<file path="config.mk">
export PLATFORM = sky130hd
export DESIGN_NAME = unidade_controle
export DESIGN_NICKNAME = d
export VERILOG_FILES = /design/src/rtl/unidade_controle.sv
export SDC_FILE = /design/constraint.sdc
export NUM_CORES = 1
export LEC_CHECK = 0
export BUFFER_PORTS_ARGS = -buffer_cell sky130_fd_sc_hd__buf_2
export CORE_MARGIN = 2
export CORE_UTILIZATION = 48
export DETAILED_ROUTE_END_ITERATION = 8
export PLACE_DENSITY = 0.85
export SETUP_SLACK_MARGIN = 0.2
export SLEW_MARGIN = 20
export SYNTH_ARGS = -nofsm -noshare
export SYNTH_HDL_FRONTEND = slang
export SYNTH_SLANG_ARGS = --single-unit
export TNS_END_PERCENT = 100
</file>
<file path="constraint.sdc">
create_clock -name Clock -period 2.7 [get_ports Clock]
set_input_delay 0 -clock Clock [delete_from_list [all_inputs] [get_ports Clock]]
set_output_delay 0 -clock Clock [all_outputs]
set_load 0.02 [all_outputs]
</file>
<file path="src/rtl/unidade_controle.sv">
// Multicycle control unit: holds IR, decodes opcode + Tstep into one-hot datapath/memory strobes.
// Optional macro CONTROLE_MVNZ_EN enables mvnz (opcode 110); without it 110 behaves as reserved.
module unidade_controle (
    input  logic       Clock,
    input  logic       Reset,
    input  logic       Run,
    input  logic [2:0] Tstep,
    input  logic [8:0] DIN,
    input  logic       G_zero,
    output logic       Clear,
    output logic       Done,
    output logic [8:0] IR,
    output logic [7:0] Rin,
    output logic [7:0] Rout,
    output logic       Ain,
    output logic       Gin,
    output logic       Gout,
    output logic       AddSub,
    output logic       DINout,
    output logic       ADDRin,
    output logic       DOUTin,
    output logic       W_D,
    output logic       incr_pc,
    output logic       Erro
);

    typedef enum logic [2:0] {
        OP_MV   = 3'd0,
        OP_MVI  = 3'd1,
        OP_ADD  = 3'd2,
        OP_SUB  = 3'd3,
        OP_LD   = 3'd4,
        OP_ST   = 3'd5,
        OP_MVNZ = 3'd6,
        OP_RSV  = 3'd7
    } opcode_e;

    logic [8:0] ir_q, ir_d;
    logic       erro_q, erro_d;
    opcode_e    op;
    logic [7:0] x_oh, y_oh;
    logic       active, watchdog, is_reserved, rsv_exec;

    assign op   = opcode_e'(ir_q[8:6]);
    assign x_oh = 8'b1 << ir_q[5:3];
    assign y_oh = 8'b1 << ir_q[2:0];

    // Reset suppresses every strobe so no memory write can slip out mid-reset
    assign active   = Run & ~Reset;
    assign watchdog = Run & (Tstep >= 3'd6);

`ifdef CONTROLE_MVNZ_EN
    assign is_reserved = (op == OP_RSV);
`else
    logic unused_g_zero;
    assign unused_g_zero = G_zero;
    assign is_reserved   = (op == OP_RSV) | (op == OP_MVNZ);
`endif

    assign rsv_exec = active & (Tstep == 3'd3) & is_reserved;

    always_comb begin
        ir_d   = ir_q;
        erro_d = erro_q | rsv_exec;
        if (Run && (Tstep == 3'd2)) begin
            ir_d = DIN;
        end
    end

    always_ff @(posedge Clock) begin
        if (Reset) begin
            ir_q   <= 9'b0;
            erro_q <= 1'b0;
        end else begin
            ir_q   <= ir_d;
            erro_q <= erro_d;
        end
    end

    always_comb begin
        Done    = 1'b0;
        Rin     = 8'b0;
        Rout    = 8'b0;
        Ain     = 1'b0;
        Gin     = 1'b0;
        Gout    = 1'b0;
        AddSub  = 1'b0;
        DINout  = 1'b0;
        ADDRin  = 1'b0;
        DOUTin  = 1'b0;
        W_D     = 1'b0;
        incr_pc = 1'b0;
        if (active && !watchdog) begin
            if (Tstep == 3'd0) begin
                Rout[7] = 1'b1;
                ADDRin  = 1'b1;
                incr_pc = 1'b1;
            end else if (is_reserved) begin
                Done = (Tstep == 3'd3);
            end else begin
                case (op)
                    OP_MV: begin
                        if (Tstep == 3'd3) begin
                            Rin  = x_oh;
                            Rout = y_oh;
                            Done = 1'b1;
                        end
                    end
                    OP_MVI: begin
                        if (Tstep == 3'd3) begin
                            Rout[7] = 1'b1;
                            ADDRin  = 1'b1;
                            incr_pc = 1'b1;
                        end else if (Tstep == 3'd5) begin
                            DINout = 1'b1;
                            Rin    = x_oh;
                            Done   = 1'b1;
                        end
                    end
                    OP_ADD, OP_SUB: begin
                        if (Tstep == 3'd3) begin
                            Rout = x_oh;
                            Ain  = 1'b1;
                        end else if (Tstep == 3'd4) begin
                            Rout   = y_oh;
                            Gin    = 1'b1;
                            AddSub = ir_q[6];
                        end else if (Tstep == 3'd5) begin
                            Gout = 1'b1;
                            Rin  = x_oh;
                            Done = 1'b1;
                        end
                    end
                    OP_LD: begin
                        if (Tstep == 3'd3) begin
                            Rout   = y_oh;
                            ADDRin = 1'b1;
                        end else if (Tstep == 3'd5) begin
                            DINout = 1'b1;
                            Rin    = x_oh;
                            Done   = 1'b1;
                        end
                    end
                    OP_ST: begin
                        if (Tstep == 3'd3) begin
                            Rout   = y_oh;
                            ADDRin = 1'b1;
                        end else if (Tstep == 3'd4) begin
                            Rout   = x_oh;
                            DOUTin = 1'b1;
                        end else if (Tstep == 3'd5) begin
                            W_D  = 1'b1;
                            Done = 1'b1;
                        end
                    end
`ifdef CONTROLE_MVNZ_EN
                    OP_MVNZ: begin
                        if (Tstep == 3'd3) begin
                            Done = 1'b1;
                            if (!G_zero) begin
                                Rin  = x_oh;
                                Rout = y_oh;
                            end
                        end
                    end
`endif
                    default: begin
                    end
                endcase
            end
        end
    end

    assign Clear = Done | Reset | watchdog;
    assign IR    = ir_q;
    assign Erro  = erro_q;

endmodule

</file>
==> After elaboration in Yosys (flattened, before gate mapping) <==
Cells that the tools add are included.
{ "word_totals": {"input_bits": 16, "output_inout_bits": 37, "regBits": 10, "elab_cells": 104} }
{ "classes": {"n_eq_ne": 11, "n_bitwise": 9, "n_reduce_logical": 10, "muxes": 69, "n_shift": 2, "order_cmp": 1} }
{ "op_table": {"columns": ["cell", "count"], "rows": [
  ["two-way mux 8 bit", 15],
  ["two-way mux 1 bit", 49],
  ["one-hot mux 8 bit (3 select lines)", 1],
  ["one-hot mux 7 bit (3 select lines)", 1],
  ["equality test 3 bit, second input constant", 6],
  ["left shift 1 x 3 -> 8 bit, first input constant", 2],
  ["equality test 3 x 2 -> 1 bit, second input constant", 4],
  ["two-way mux 7 bit", 1],
  ["zero test 3 bit", 2],
  ["OR reduction 2 bit", 3],
  ["OR reduction 3 bit", 2],
  ["bitwise AND 1 bit", 4],
  ["OR 1 bit", 4],
  ["one-hot mux 1 bit (4 select lines)", 1],
  ["equality test 3 x 1 -> 1 bit, second input constant", 1],
  [">= comparator 3 bit, second input constant", 1],
  ["one-hot mux 1 bit (3 select lines)", 1],
  ["logical AND 1 bit", 2],
  ["zero test 1 bit", 1],
  ["NOT 1 bit", 1]
]} }

==> Logic depth before layout (Yosys ltp) <==
Gate-level depths: netlist (run 1).
{ "logic_depth": {"ltp_word": 10, "ltp_mapped": 5, "mapped_depth_nobuf": 4} }

==> Least setup slack after synthesis (run 1) <==
Ideal clock, no wire load.
{ "synth_path": {"path_kind": "register to output", "start": "register ir_q[6], in the netlist IR[6]", "end": "output Rin[5]", "stages_incl_launch_ff": 6, "n_path_buf": 1, "required_ns": 2.700, "arrival_ns": 1.818, "setup_slack_ns": 0.882, "cell_sequence": "dfxtp_1 -> buf_6 -> or4b_4 -> o21ai_2 -> mux2i_4 -> nor3_1"} }
{ "synth_via": {"elab_chain_len": 6, "elab_cells_between_ends": 14, "classes_between": "eq/ne (6); mux (4); bitwise (1); reduce/logical (3)"} }
{ "synth_lines": {"columns": ["element", "line_no", "source"], "rows": [
  ["from (decl)", "38", "logic [8:0] ir_q, ir_d;"],
  ["from (signal assigned)", "75", "ir_q <= ir_d;"],
  ["equality test 3 bit, or another cell as far along", "101", "case (op)"],
  ["OR reduction 2 bit (on tied branches)", null, null],
  ["one-hot mux 8 bit (3 select lines)", "101", null],
  ["two-way mux 8 bit (*)", "98", "end else if (is_reserved) begin"],
  ["two-way mux 8 bit (*)", "94", "if (Tstep == 3'd0) begin"],
  ["two-way mux 8 bit (*)", "93", "if (active && !watchdog) begin"],
  ["to (decl)", "13", "output logic [7:0] Rin,"]
]} }
Every way passes the cells marked *; elsewhere a longest branch is shown, timed or not.

==> Worst setup path after layout (run 1) <==
{ "layout_path": {"start": "register ir_q[7], in the netlist IR[7]", "end": "output Rout[1]"} }
{ "layout_via": {"elab_chain_len": 6, "elab_cells_between_ends": 14, "classes_between": "eq/ne (6); mux (4); bitwise (1); reduce/logical (3)"} }
{ "layout_lines": {"columns": ["element", "line_no", "source"], "rows": [
  ["equality test 3 bit, or another cell as far along", "101", null],
  ["OR reduction 2 bit (on tied branches)", null, null],
  ["one-hot mux 7 bit (3 select lines)", "101", null],
  ["two-way mux 8 bit (*)", "98", null],
  ["two-way mux 7 bit (*)", "94", null],
  ["two-way mux 8 bit (*)", "93", null],
  ["to (decl)", "14", "output logic [7:0] Rout,"]
]} }
Marks and branches as above.

==> metrics.md, run 1 <==
| Metric | Value |
|---|---|
| Number of clock sinks | 10 |
| Number of I/O pins | 53 |
| Pin count of the biggest net entering global routing | 18 |
| Internal power component | about 270 uW |
| Leakage power summed over all cells | ~0.56 nW |
| Relative contribution of sequential cells to total power | a little over two fifths |
| Tightest Hold Check Type | in -> reg |
| Hold path depth | 2 |
| Largest fanout on the critical path | 17 |
| Clock skew after layout | slightly above 0.08 ps |
| Starting Density | between 50% and 60% |
| GR Util All Layers | a little under a quarter |
| Total overflow reported by the global router | 0 |
| Placement row count | 16 |
| Number of H-tree branching levels | 1 |
| Logic gate share of total power | roughly a quarter |
| Worst hold start | Reset |
| Sw Ratio | between 20% and 30% |
| Arr. time, crit path | 2150 ps |
| Switching power total | ~110 uW |
| Cell chosen for the clock root | clkbuf_4 |
| Worst path required time | between 2000 and 3000 ps |
| Number of failing hold endpoints at the final stage | 0 |
| Proportion of layout cells with a drive suffix above 1 | between 30% and 40% |
| Post-Synthesis Cells | roughly 150 |
| Tightest Pin Transition | a little under 600 ps |
| Sequential element share of the synthesized area | between 10% and 20% |
| Die Area | 2523 sq um |
| Post-synthesis cell area | between 1000 and 1500 sq um |
| Number of cell instances on the worst register-to-register path | 2 |
| Setup TNS Final | 0 ps |
| Count of vias placed by the detailed router | 1238 |
| R2R Path Start | IR[7]$_SDFFE_PP0P_ |
| Power density over the cells | around 270 nW/um^2 |
| HPWL after DPL | between 2 and 2.5 mm |
| Filler cell count in the final layout | about 170 |
| Number of antenna cells inserted | 0 |
| Max transition margin | 60.47% |
| Primary flip-flop cell chosen by synthesis mapping | dfxtp_1 |
| Global-route wire length before repair | roughly 4.9 mm |
| Worst Setup Path Type | reg -> out |
| Asr flop ratio synth | 0% |
| Slew Viols, Final | 0 |
| Number of distinct library cell variants in the gate-level netlist after synthesis | 41 |
| Area of the core region | about 2000 sq um |
| Vias per cell | 5.454 |
| Number of antenna violations at the first check in global routing | 0 |
| Vias in the first global route | about 1100 |
| Number of iterations in the first detailed-routing pass | 4 |
| Post-synth net total | between 150 and 200 |
| Routability Congestion | approximately 0.9 |
| Yosys warns | 0 |
| Synthesized flop and latch total | 10 |
| Number of enable flip-flop cells after synthesis | 0 |
| Die W | approximately 50 um |
| Quantity of I/O buffers inserted on ports | between 50 and 60 |
| Residual antenna-violating net count after detailed routing | 0 |
| Setup repair after global routing missed its margin | no |
| DRC violations left | 0 |
| Post-CTS clock slew at the launch and capture registers of the worst setup and hold paths | 70 ps |
| Final worst path period share | about 80% |
| Setup crit start kind | flop |
| Max-cap violations | 0 |
| Die boundary height | 50.23 um |
| Maximum VDD drop | around 0.34 mV |
| Worst hold margin | between 50 and 60 ps |
| Clock power share | 35.0% |
| Outcome | finished clean |
| DRT Wirelength | 2.914 mm |
| Maximum operating frequency | around 0.46 GHz |
| Iteration-0 DRC count of the detailed router | 29 |
| Maximum buffer depth of the clock tree | 2 |
| WL per Instance | 12.84 um |
| CTS buffer count | 3 |
| Shortest period the worst path allows | roughly 2200 ps |
| Beginning of the critical path | IR[7]$_SDFFE_PP0P_ |
| Worst-Skew Late Latency | ~260 ps |
| # nets final | around 220 |
| Setup violators final | 0 |
| Synthesis-to-finish area growth | 36.58% |
| Synthesized area per cell | approximately 7.1 sq um |
| Footprint of the flip-flops and latches | roughly 200 sq um |
| Crit end category | primary output |
| Clock tree from TritonCTS | built |
| Footprint of the multi-input gates | a little under 800 sq um |
## cell usage after synthesis (2+ instances only)
cell      number  area (sq um)
nand2b_1       3         18.77
nand3b_1       9         67.56
nand3_1        9         45.04
nor3_1         9         45.04
a21oi_1       19         95.09
and3b_1        2         17.52
nor2b_1        5         31.28
or3_1          2         12.51
dfxtp_1       10         200.2
nor2_1        11         41.29
clkbuf_1       7         26.28
buf_2          2         10.01
nand2_1       27         101.4
nor4_2         2         25.02
nor4b_2        2         30.03
## cells by family after synthesis
| family | synth area share (%) |
|---|---|
| xor gates and xnor gates | 0.8538 |
| and+or+nand+nor | 51.71 |
| AOI/OAI and AO/OA | 21.10 |
| buffers and inverters | 4.635 |
| muxes | 2.195 |
| DFF | 19.51 |
## power groups by stage
stage	logic (mW)	registers [mW]	clock network (mW)
6_report	0.0884	0.158	0.133
5_1_grt	0.0965	0.159	0.145
4_1_cts	0.0873	0.158	0.135
3_5_place_dp	0.0771	0.162	0
3_3_place_gp	0.0754	0.161	0
2_1_floorplan	0.0549	0.161	0
## metal layers
metal	wire, um	track usage [%]
met1	1272	32.79
met5	0	0
met4	30	5.556
met3	152	1.488
met2	1459	40.35
## placed cells by master (no fill, tap or decap), types with 2 or more instances in the layout
cell type      instances
a21oi_1               19
nor4_2                 2
dfxtp_1               10
nand2b_1               3
nand2_1               27
nor4b_2                2
nor3_1                 9
nand3_1                9
and3b_1                2
dlygate4sd3_1          9
buf_2                 51
or3_1                  2
clkbuf_4               3
nor2b_1                5
nor2_1                11
nand3b_1               9
## area by class of cell
class,instances,share of cell area (%)
Multi-Input combinational cell,125,55.54
Sequential cell,10,14.29
Clock buffer,4,2.589
Timing Repair Buffer,61,25.18
Tap cell,27,2.411
## worst max-delay path, cell delays in order, from the launching register on
cell and delay, ps:
dfxtp_1 670, nand2b_1 310, o22ai_2 390, nand3b_1 150, a21oi_1 170, buf_2 190
## flip-flops by register name (all words and copies together) (netlist names)
signal	flops
Erro	1
IR	9
## path summary, 6_finish.rpt
| kind | to | slack (ps) |
|---|---|---|
| worst min register to register | Erro$_SDFF_PP0_ | 470 |
| worst max register to register | Erro$_SDFF_PP0_ | 1660 |
| worst max-delay path | Rout[1] | 550 |
| worst min-delay path | IR[3]$_SDFFE_PP0P_ | 50 |
## through the flow
| step | util (%) | std cells | cell area, sq um | total power, mW | setup WS, ps |
|---|---|---|---|---|---|
| 6_report | 70.71 | 227 | 1401 | 0.3797 | 548.6 |
| 5_1_grt | 70.71 | 227 | 1401 | 0.4006 | 390.1 |
| 4_1_cts | 70.71 | 227 | 1401 | 0.3808 | 587.8 |
| 3_5_place_dp | 64.33 | 214 | 1275 | 0.2388 | 873.7 |
| 3_3_place_gp | 64.33 | 214 | 1275 | 0.2367 | 931.0 |
| 2_1_floorplan | - | 145 | 1026 | 0.2156 | 882.2 |
## timing repair
| action | 4_1_cts | 5_1_grt |
|---|---|---|
| hold buffers | 9 | 0 |
| setup buffers | 0 | 0 |
| hold endpoints to repair | 9 | 0 |
| gates resized for setup | 0 | 0 |
No activity file was read; power rests on OpenSTA's default activity.
==> run 2, diff against run 1 <==
Settings changed: CORE_UTILIZATION 48 to 45, PLACE_DENSITY 0.85 to 0.81.
Clock period 2.7 ns to 2.2 ns, I/O delays scaled along.
==> run 2 against run 1 <==
Net effect: die area is 6.1% higher; via count grew 4.4%; clock power up 22%; non-clock buffer count increased by 2; sequential cell count did not move; clock skew hardly changed; routed wire length grew 0.48%; register-to-register slack lost 480 ps; first-iteration DRC count up 6.9%; critical path type unchanged; largest power group unchanged; highest routed layer unchanged.
==> metrics.md, run 2 (synthesized netlist as in run 1, its figures left out) <==
| Metric | Value |
|---|---|
| Power density over the cells | 326.5 nW/um^2 (+20%) |
| Die boundary height | 51.75 um (+3.0%) |
| Worst Setup Path Type | reg -> out |
| CTS buffer count | 3 (unchanged) |
| GR Util All Layers | 22.25% (-1.6 points) |
| Number of H-tree branching levels | 1 (unchanged) |
| Setup crit start kind | flop |
| Starting Density | 46.83% (-4.9 points) |
| Number of antenna cells inserted | 0 (unchanged) |
| Vias in the first global route | 1108 (+1.7%) |
| Setup TNS Final | 0 ps (unchanged) |
| Worst-Skew Late Latency | 260 ps (about the same) |
| Number of failing hold endpoints at the final stage | 0 (unchanged) |
| Tightest Pin Transition | 592.7 ps (+0.5613 ps) |
| DRC violations left | 0 (unchanged) |
| Total overflow reported by the global router | 0 (unchanged) |
| Vias per cell | 5.617 (+3.0%) |
| Setup violators final | 0 (unchanged) |
| # nets final | 219 (+0.92%) |
| Maximum buffer depth of the clock tree | 2 (unchanged) |
| Tightest Hold Check Type | in -> reg |
| Leakage power summed over all cells | 0.5688 nW (+2.2%) |
| DRT Wirelength | 2.928 mm (+0.48%) |
| Placement row count | 17 (+1) |
| Count of vias placed by the detailed router | 1292 (+4.4%) |
| Buffers inserted by post-CTS timing repair | 0 (unchanged) |
| Number of clock sinks | 10 (unchanged) |
| Outcome | finished clean |
| Clock tree from TritonCTS | built |
| Number of I/O pins | 53 (unchanged) |
| Slew Viols, Final | 0 (unchanged) |
| Shortest period the worst path allows | 1916 ps |
| Most common library cell in the layout ignoring fill and taps | buf_2 |
| Max-cap violations | 0 (unchanged) |
| Area of the core region | 2191 sq um (+11%) |
| Cell chosen for the clock root | clkbuf_4 |
| Post-Place Cell Area | 1291 sq um (+1.3%) |
| Proportion of layout cells with a drive suffix above 1 | 35.15% (+1.1 points) |
| Quantity of I/O buffers inserted on ports | 51 (unchanged) |
| Iteration-0 DRC count of the detailed router | 31 (+6.9%) |
| Maximum operating frequency | 0.5219 GHz |
| Commonest cells after routing, fill and taps aside | 50 x buf_2, 27 x nand2_1, 19 x a21oi_1, 11 x nor2_1 |
| Number of antenna violations at the first check in global routing | 0 (unchanged) |
| Setup repair after global routing missed its margin | no |
| Clock skew after layout | 0.1024 ps (+0.01954 ps) |
| Die Area | 2678 sq um (+6.1%) |
| Largest fanout on the critical path | 11 (-6) |
| Global-route wire length before repair | 4.719 mm (-2.8%) |
| Number of iterations in the first detailed-routing pass | 4 (unchanged) |
| Worst path required time | 2200 ps (-500 ps) |
| Final worst path period share | between 80 and 90% |
| Final std cell area, no fill | 1433 sq um (+2.2%) |
| Pin count of the biggest net entering global routing | 18 (unchanged) |
| Crit end category | primary output |
| Flip-flop count of the largest register, all copies and words added | 9 (unchanged) |
| Die W | 51.75 um (+3.0%) |
| Synthesis-to-finish area growth | 39.63% |
| WL per Instance | 12.73 um (-0.83%) |
| Post-CTS clock slew at the launch and capture registers of the worst setup and hold paths | 60 ps (about the same) |
| Routability Congestion | 0.8801 (about the same) |
| Filler cell count in the final layout | 200 (+20%) |
| Max transition margin | 60.43% (about the same) |
| Maximum VDD drop | 0.3042 mV (-11%) |
| Arr. time, crit path | 1920 ps (-230 ps) |
| Residual antenna-violating net count after detailed routing | 0 (unchanged) |
| HPWL after DPL | 2.198 mm (+4.9%) |
[run 2: repair_timing]
item                       CTS  global route
setup endpoints to repair    1             3
hold buffers                 9             0
hold endpoints to repair     9             0
gates resized for setup      1             2
[run 2: worst max-delay path, cell delays in order (launching register included)]
cell     delay (ps)
dfxtp_2         380
or4b_4          560
o21ai_2          90
mux2i_4         140
nor4b_2         280
buf_2           210
[run 2: layer usage]
metal  track usage [%]  share of wire (%)
met3             1.149                5.6
met2             40.17                 50
met5                 0                  0
met1             28.70                 44
met4             5.702               0.20
[run 2: final timing paths]
kind,to,depth (start not counted),from,slack (ps)
worst max-delay path,Rin[1],5,IR[6]$_SDFFE_PP0P_,280
worst min-delay path,Erro$_SDFF_PP0_,2,Reset,60
worst max register to register,IR[8]$_SDFFE_PP0P_,3,IR[8]$_SDFFE_PP0P_,1180
worst min register to register,Erro$_SDFF_PP0_,2,Erro$_SDFF_PP0_,470
[run 2: cell type report]
type	count	area (sq um)	area share [%]
tap	28	35.03	2.445
multi-input combinational	125	789.5	55.11
timing repair buffer	63	370.4	25.85
clock buffer	4	36.28	2.533
sequential	10	201.4	14.06
[run 2: stage by stage]
step	hold slack (ps)	setup WS, ps	total power, mW	utilization (%)	cells
2_1_floorplan	136.0	382.2	0.2646	-	145
3_3_place_gp	239.7	524.0	0.2922	58.94	217
3_5_place_dp	248.8	486.6	0.2947	58.94	217
4_1_cts	47.98	262.9	0.4681	64.76	230
5_1_grt	68.46	197.0	0.4892	65.39	230
6_report	62.49	283.9	0.4677	65.39	230
[run 2: report_power, final]
part | leakage, nW | switching, mW | internal, mW | total, mW
clock | 0.0210 | 0.0612 | 0.100 | 0.162
combinational | 0.466 | 0.0639 | 0.0494 | 0.113
sequential | 0.0814 | 0.00832 | 0.184 | 0.193
